## config.mk

```make
export PLATFORM = sky130hd
export DESIGN_NAME = i2c_cfg_sequencer
export DESIGN_NICKNAME = d
export VERILOG_FILES = /design/src/rtl/i2c_cfg_sequencer.sv
export SDC_FILE = /design/constraint.sdc
export NUM_CORES = 1
export LEC_CHECK = 0
export CORE_MARGIN = 8
export CORE_UTILIZATION = 35
export CTS_BUF_LIST = sky130_fd_sc_hd__clkbuf_4
export CTS_CLUSTER_SIZE = 14
export DETAILED_ROUTE_END_ITERATION = 16
export PLACE_DENSITY_LB_ADDON = 0.05
export SYNTH_ARGS = -nofsm -noshare
export SYNTH_HDL_FRONTEND = slang
export SYNTH_SLANG_ARGS = --single-unit
```

## constraint.sdc

```tcl
create_clock -name clk_i -period 2.91 [get_ports clk_i]
set_clock_uncertainty 0.05 [all_clocks]
set_input_delay 0.4365 -clock clk_i [delete_from_list [all_inputs] [get_ports clk_i]]
set_output_delay 0.4365 -clock clk_i [all_outputs]
set_load 0.02 [all_outputs]
```

## src/rtl/i2c_cfg_sequencer.sv

```systemverilog
// i2c_cfg_sequencer: walks a {register, data} configuration table and issues one
// I2C driver transaction per entry. Each entry can be read back and compared.
// NACKs and mismatches are retried a bounded number of times. A start
// handshake timeout aborts the sequence.
module i2c_cfg_sequencer #(
  parameter int unsigned NUM_ENTRIES = 16,
  parameter int unsigned IDX_W       = 4,
  parameter logic [7:0]  DEV_ADDR    = 8'h78,
  parameter int unsigned RETRY_MAX   = 3,
  parameter int unsigned GAP_CYCLES  = 8,
  parameter int unsigned START_TO    = 64,
  parameter bit          VERIFY      = 1'b1
) (
  input  logic             clk_i,
  input  logic             rst,
  input  logic             go,
  output logic [IDX_W-1:0] cfg_addr,
  input  logic [23:0]      cfg_word,
  output logic             drv_start_en,
  output logic             drv_wr_rd_flag,
  output logic [7:0]       drv_device_addr,
  output logic [15:0]      drv_register,
  output logic [7:0]       drv_data_byte,
  input  logic             drv_busy,
  input  logic             drv_err,
  input  logic [7:0]       drv_rd_data,
  output logic             seq_busy,
  output logic             done,
  output logic             fail,
  output logic [IDX_W-1:0] fail_idx,
  output logic [1:0]       fail_code
);

  localparam int unsigned TO_W    = (START_TO > 1) ? $clog2(START_TO) : 1;
  localparam int unsigned GAP_W   = 8;
  localparam int unsigned RETRY_W = 3;

  localparam logic [TO_W-1:0]    TO_LAST   = TO_W'(START_TO - 1);
  localparam logic [GAP_W-1:0]   GAP_LAST  = GAP_W'(GAP_CYCLES - 1);
  localparam logic [IDX_W-1:0]   LAST_IDX  = IDX_W'(NUM_ENTRIES - 1);
  localparam logic [RETRY_W-1:0] RETRY_LIM = RETRY_W'(RETRY_MAX);

  localparam logic [15:0] SENTINEL   = 16'hFFFF;
  localparam logic [1:0]  CODE_NACK  = 2'b01;
  localparam logic [1:0]  CODE_MISM  = 2'b10;
  localparam logic [1:0]  CODE_TOUT  = 2'b11;

  typedef enum logic [3:0] {
    S_IDLE,
    S_FETCH,
    S_LATCH,
    S_ISSUE_WR,
    S_ISSUE_RD,
    S_WAIT_BUSY,
    S_WAIT_DONE,
    S_RETRY,
    S_GAP,
    S_NEXT,
    S_DONE,
    S_FAIL
  } state_t;

  state_t              r_state;
  state_t              r_after;      // where GAP hands over once it expires
  logic [IDX_W-1:0]    r_idx;
  logic [RETRY_W-1:0]  r_retry;
  logic [GAP_W-1:0]    r_gap;
  logic [TO_W-1:0]     r_tmr;
  logic [1:0]          r_code_pend;  // failure cause carried into RETRY
  logic                r_start;
  logic                r_rd;
  logic [7:0]          r_dev;
  logic [15:0]         r_reg;
  logic [7:0]          r_data;
  logic                r_seq_busy;
  logic                r_done;
  logic                r_fail;
  logic [IDX_W-1:0]    r_fail_idx;
  logic [1:0]          r_fail_code;

  // Sequencer state machine; every output is a register updated here.
  always_ff @(posedge clk_i) begin
    if (rst) begin
      r_state     <= S_IDLE;
      r_after     <= S_IDLE;
      r_idx       <= '0;
      r_retry     <= '0;
      r_gap       <= '0;
      r_tmr       <= '0;
      r_code_pend <= 2'b00;
      r_start     <= 1'b0;
      r_rd        <= 1'b0;
      r_dev       <= DEV_ADDR;
      r_reg       <= 16'h0000;
      r_data      <= 8'h00;
      r_seq_busy  <= 1'b0;
      r_done      <= 1'b0;
      r_fail      <= 1'b0;
      r_fail_idx  <= '0;
      r_fail_code <= 2'b00;
    end else begin
      r_start <= 1'b0;
      r_dev   <= DEV_ADDR;

      case (r_state)
        S_IDLE: begin
          if (go) begin
            r_done      <= 1'b0;
            r_fail      <= 1'b0;
            r_fail_idx  <= '0;
            r_fail_code <= 2'b00;
            r_idx       <= '0;
            r_retry     <= '0;
            r_seq_busy  <= 1'b1;
            r_state     <= S_FETCH;
          end
        end

        // cfg_addr already shows r_idx; the ROM answers one cycle later
        S_FETCH: begin
          r_state <= S_LATCH;
        end

        S_LATCH: begin
          r_reg  <= cfg_word[23:8];
          r_data <= cfg_word[7:0];
          if (cfg_word[23:8] == SENTINEL) begin
            r_done     <= 1'b1;
            r_seq_busy <= 1'b0;
            r_state    <= S_DONE;
          end else begin
            r_state <= S_ISSUE_WR;
          end
        end

        S_ISSUE_WR: begin
          r_start <= 1'b1;
          r_rd    <= 1'b0;
          r_tmr   <= '0;
          r_state <= S_WAIT_BUSY;
        end

        S_ISSUE_RD: begin
          r_start <= 1'b1;
          r_rd    <= 1'b1;
          r_tmr   <= '0;
          r_state <= S_WAIT_BUSY;
        end

        // A driver that never acknowledges the start aborts without retry
        S_WAIT_BUSY: begin
          if (drv_busy) begin
            r_state <= S_WAIT_DONE;
          end else if (r_tmr == TO_LAST) begin
            r_fail      <= 1'b1;
            r_fail_idx  <= r_idx;
            r_fail_code <= CODE_TOUT;
            r_seq_busy  <= 1'b0;
            r_state     <= S_FAIL;
          end else begin
            r_tmr <= r_tmr + TO_W'(1);
          end
        end

        // Busy was high on entry, so the first low cycle is the falling edge
        S_WAIT_DONE: begin
          if (!drv_busy) begin
            if (drv_err) begin
              r_code_pend <= CODE_NACK;
              r_state     <= S_RETRY;
            end else if (r_rd) begin
              if (drv_rd_data != r_data) begin
                r_code_pend <= CODE_MISM;
                r_state     <= S_RETRY;
              end else begin
                r_gap   <= '0;
                r_after <= S_NEXT;
                r_state <= S_GAP;
              end
            end else begin
              r_gap   <= '0;
              r_after <= VERIFY ? S_ISSUE_RD : S_NEXT;
              r_state <= S_GAP;
            end
          end
        end

        // A failed verify also restarts from the write
        S_RETRY: begin
          if (r_retry < RETRY_LIM) begin
            r_retry <= r_retry + RETRY_W'(1);
            r_gap   <= '0;
            r_after <= S_ISSUE_WR;
            r_state <= S_GAP;
          end else begin
            r_fail      <= 1'b1;
            r_fail_idx  <= r_idx;
            r_fail_code <= r_code_pend;
            r_seq_busy  <= 1'b0;
            r_state     <= S_FAIL;
          end
        end

        S_GAP: begin
          if (r_gap == GAP_LAST) begin
            r_state <= r_after;
          end else begin
            r_gap <= r_gap + GAP_W'(1);
          end
        end

        S_NEXT: begin
          r_retry <= '0;
          if (r_idx == LAST_IDX) begin
            r_done     <= 1'b1;
            r_seq_busy <= 1'b0;
            r_state    <= S_DONE;
          end else begin
            r_idx   <= r_idx + IDX_W'(1);
            r_state <= S_FETCH;
          end
        end

        S_DONE: begin
          r_state <= S_IDLE;
        end

        S_FAIL: begin
          r_state <= S_IDLE;
        end

        default: begin
          r_state <= S_IDLE;
        end
      endcase
    end
  end

  assign cfg_addr        = r_idx;
  assign drv_start_en    = r_start;
  assign drv_wr_rd_flag  = r_rd;
  assign drv_device_addr = r_dev;
  assign drv_register    = r_reg;
  assign drv_data_byte   = r_data;
  assign seq_busy        = r_seq_busy;
  assign done            = r_done;
  assign fail            = r_fail;
  assign fail_idx        = r_fail_idx;
  assign fail_code       = r_fail_code;

endmodule

```

# Word-level counts from Yosys, hierarchy flattened
# Index checks and enable logic that the tools add are counted.
# totals
mem_bits_ro,0
inputBits,37
register_bits,66
mem_count,0
word_cells,137
ramBits,0
output_inout_bits,47
latchBits,0
# classes
mul,0
div_mod_pow,0
n_shift,0
n_lt_le_gt_ge,1
bitwise_logic,1
n_mux,63
n_eq_ne,29
add_sub_neg,4
reduce_logical,23
# ops
operator,count
4-bit 2-to-1 mux,20
8-bit 2-to-1 mux,6
4-bit one-hot mux with 9 select lines,1
"2-bit inequality test, second input constant",13
8-bit one-hot mux with 3 select lines,1
"16-bit == test, second input constant",1
"4-bit by 3-bit == test with 1-bit output, second input constant",4
2-bit 2-to-1 mux,8
4-bit one-hot mux with 2 select lines,2
1-bit 2-to-1 mux,13
"4-bit == test, second input constant",3
6-bit 2-to-1 mux,2
4-bit one-hot mux with 3 select lines,1
6-bit one-hot mux with 2 select lines,1
4-bit AND reduction,3
2-bit nonzero test,6
3-bit nonzero test,4
5-bit AND reduction,2
3-bit one-hot mux with 3 select lines,1
3-bit AND reduction,3
"8-bit by 1-bit adder with 8-bit output, second input constant",1
"4-bit by 2-bit == test with 1-bit output, second input constant",2
"8-bit by 3-bit == test with 1-bit output, second input constant",1
8-bit inequality test,1
18 further kinds,21

# Longest topological paths before layout
# depth
depth_word,6
ltp_mapped,8
depth_no_buf,6

# Worst setup path after synthesis
# OpenSTA, ideal clock, no wires.
# synth_path
path_kind,input to register
start,input port cfg_word[8]
end,"register r_done, in the netlist done"
arrival_time_ns,1.765
slack_ns,0.979
path_stages,5
setup_ns,0.116
t_required_ns,2.744
n_path_buf,0
cell_sequence,nand4_1 > nor4_2 > o22ai_1 > or4_1 > a31o_1
# synth_between
elab_chain_cells,3
# synth_rtl
item,line,text
"start, declared",18,"input logic [23:0] cfg_word,"
16-bit == test,127,if (cfg_word[23:8] == SENTINEL) begin
2-bit inequality test (no line),-,
4-bit AND reduction (no line),-,
"end signal, assigned",108,r_done <= 1'b0;
"end signal, assigned",128,r_done <= 1'b1;
"end signal, assigned",215,r_done <= 1'b1;
"end, declared",76,logic r_done;
# Every way passes these cells.
# A chain may end at the register's enable or synchronous reset.

# Worst setup path in the final report
# layout_path
start,input port drv_rd_data[6]
end,register r_state[0]
# layout_between
elab_chain_cells,6
# layout_rtl
item,line,text
"start, declared",26,"input logic [7:0] drv_rd_data,"
8-bit inequality test,172,if (drv_rd_data != r_data) begin
4-bit 2-to-1 mux,172,
4-bit 2-to-1 mux,171,end else if (r_rd) begin
4-bit 2-to-1 mux,168,if (drv_err) begin
4-bit 2-to-1 mux,167,if (!drv_busy) begin
4-bit one-hot mux with 9 select lines,105,case (r_state)
"end signal, assigned",206,r_state <= r_after;
"end, declared",63,state_t r_state;
# Every way passes these cells. The select of a mux whose other input is x is not followed.

==> reports/metrics.cfg <==
[clocking]
cts_setup_buffers = 0
clock_latency_ps = 410
cts_root_buffer = clkbuf_4
cts_resized = 0
cts_tree = done
cts_hold_buf = 0
numCtsBuffers = 9
clock_sinks = 66
clock_path_buffers = 2
clk_pin_slew_ps = 110
h-tree-depth = 3

[global_routing]
grt-ovfl-total = 0
grt_use_total_pct = 14.55
met1_usage_pct = 20.00
grt_pass1_vias = 3041
busiest_layer = met2
grt_pass1_wl_um = 15570
antenna_found_initial = 0
grtUsageMet3_pct = 2.999
grt_max_degree = 32
grtUsageMet2_pct = 21.49

[critical_path]
r2r.worst_path.cells = 4
r2r_start = r_state[1]
crit_chain = clkdlybuf4s50_1, xor2_1, nor4_2, buf_4, a211oi_2, nor3_1, a221oi_1
startpoint_type = input pin
crit_type = input pin to flop
crit_required_ps = 3180
cp-end-kind = flop
crit_path_max_fanout = 19
crit_path_top_delay_cell = a211oi_2
r2r_end = r_state[0]
cp.arrival_ps = 2630
rrSetupSlack_ps = 570
critical_path.max_stage_delay_ps = 840

[outcome]
status = finished, final reports clean

[yosys]
yosys.area.top_type_share_pct = 37.54
synth_seq_area_share_pct = 37.54
synthTopCellsByCount = 72 x nand2_1, 66 x dfxtp_1, 56 x a21oi_1
synthArstFlopShare_pct = 0
ys_ff_latch = 66
synth_cells = 419
yosysMostFrequentCell = nand2_1
ys_warn_count = 0
synth_ff_type = dfxtp_1
synth.distinct_cells = 69
yosys.area.top_type = dfxtp_1
netlist_area_um2 = 3520
synth-edff-count = 0
synthTopCellsByArea = dfxtp_1 38%, a21oi_1 8.0%, nand2_1 7.7%
syn_area_per_cell_um2 = 8.400

[sta]
slew-limit-headroom_pct = 29.80
hold_viol_final = 0
min_period_ps = 2366
tns_ps = 0
timing.final.crit_share_pct = 81.29
rsz0062_at_grt = no
worstMarginPinSlew_ps = 1051
hold_slack_ps = 409.3
setup_violations = 0
fmax_ghz = 0.4227
slew_viol_final = 0

[final_layout]
final_layout_size_suffix_gt1_share_pct = 11.22
finalInstanceArea_um2 = 4458
area_growth_pct = 26.66
finalNetCount = 535
antennaDiodeCount = 0

[floorplanning]
core_um2 = 9774
initial_core_util_pct = 36.01
die_w_um = 116.3
io_pins = 84
design.die.area_um2 = 13520
num_rows = 36
die_h_um = 116.3

[power]
power_leakage_nw = 1.630
peakVddDrop_mv = 0.2682
p_per_area_nw_per_um2 = 588.7

[worst_hold_path]
min_path_type = flop to flop
min_to = drv_register[7]
hold_start = drv_register[7]
min_path_cells = 2

[place]
dpl_cell_area_um2 = 4307
portBuffers = 75
hpwl_um = 7187
gp_congestion = 0.8001

[route]
drcViolationCount = 0
vias_per_cell = 5.119
routed_wl_um = 9801
wire_per_inst_um = 15.51
drt_iter0_markers = 138
dr.pass1.iters = 4
ant_nets = 0
dr_total_vias = 3235

[run]
drv_cap = 0

==> stage by stage <==
step                total power [mW]  cells  setup slack, ps  util (%)
detailed placement             1.970    616            125.3     44.06
finish                         2.624    632            544.5     45.61
CTS                            2.665    632            543.3     45.61
floorplan                      1.683    425            979.4         -
global placement               1.964    616            216.0     44.06
global route                   2.799    632            366.1     45.61
==> layout by cell type (no fill, tap or decap), drive strengths merged, types with 4 or more instances in the layout <==
cell type | Yosys | routed
nand3 | 8 | 8
or2 | 4 | 4
dfxtp | 66 | 66
nor4 | 7 | 7
inv | 7 | 7
nand2 | 72 | 72
o21ai | 14 | 14
clkinv | 0 | 4
clkdlybuf4s50 | 0 | 74
mux2i | 9 | 9
o31ai | 8 | 8
xor2 | 12 | 12
ha | 4 | 4
nor2 | 26 | 26
or4 | 8 | 8
a211oi | 6 | 6
nand4 | 9 | 9
nor3 | 5 | 5
and3 | 6 | 6
a21oi | 60 | 60
clkbuf | 14 | 9
conb | 2 | 8
buf | 16 | 15
and2 | 5 | 5
==> routing by layer <==
metal  vias to the layer above  part of all wire [%]  wire [µm]
li1                       1648                     -          -
met1                      1483                    49       4755
met2                        94                    43       4205
met3                        10                   7.0        689
met4                         0                   1.5        150
met5                         -                     0          0
==> worst max-delay path by stage <==
stage / startpoint / end / slack, ps / cells past startpoint
6_report: drv_rd_data[6] / r_state[0] / 540 / 7
5_1_grt: r_state[1] / r_state[0] / 370 / 4
4_1_cts: drv_rd_data[6] / r_state[0] / 540 / 7
3_5_place_dp: drv_rd_data[6] / r_state[0] / 130 / 7
3_3_place_gp: drv_rd_data[6] / r_state[0] / 220 / 7
2_1_floorplan: cfg_word[8] / done / 980 / 5
==> flip-flops by register name, indices dropped and copies added (netlist names), 2 cells and up <==
| name | flops |
|---|---|
| cfg_addr | 4 |
| drv_data_byte | 8 |
| drv_register | 16 |
| fail_code | 2 |
| fail_idx | 4 |
| r_after | 4 |
| r_code_pend | 2 |
| r_gap | 8 |
| r_retry | 3 |
| r_state | 4 |
| r_tmr | 6 |
==> where the power goes <==
group          switching, mW  internal, mW  total [mW]
combinational          0.540         0.379       0.919
sequential            0.0549         0.976        1.03
clock                  0.337         0.339       0.675
total                  0.931          1.69        2.62
==> logic make-up (layout without fill, tap and decap cells) <==
| logic type | count (synthesis) | count (layout) | share of synthesized area (%) |
|---|---|---|---|
| AND/OR/NAND/NOR | 172 | 172 | 26.34 |
| AO/OA/AOI/OAI | 116 | 116 | 21.01 |
| flip-flops | 66 | 66 | 37.54 |
| buffers and inverters | 38 | 112 | 7.928 |
| XOR/XNOR | 12 | 12 | 2.986 |
| multiplexers | 9 | 9 | 2.560 |
| adder cells (fa/ha/maj) | 4 | 4 | 1.422 |
| other | 2 | 8 | 0.2134 |
==> area by class of cell <==
cell class | count | area, µm²
Sequential cell | 66 | 1321
Inverter | 7 | 26.28
Clock buffer | 9 | 67.56
Tap cell | 133 | 166.4
Multi-Input combinational cell | 321 | 1942
Timing Repair Buffer | 89 | 850.8
Clock inverter | 7 | 83.83
Fill cell | 1024 | 5316
==> critical path, delay by kind of cell <==
kind                   cells  cell delay (ps)
AND/OR/NAND/NOR            2              240
AO/OA/AOI/OAI              2             1130
XOR/XNOR                   1              200
buffers and inverters      2              620
Power figures use the tool's default switching activity.
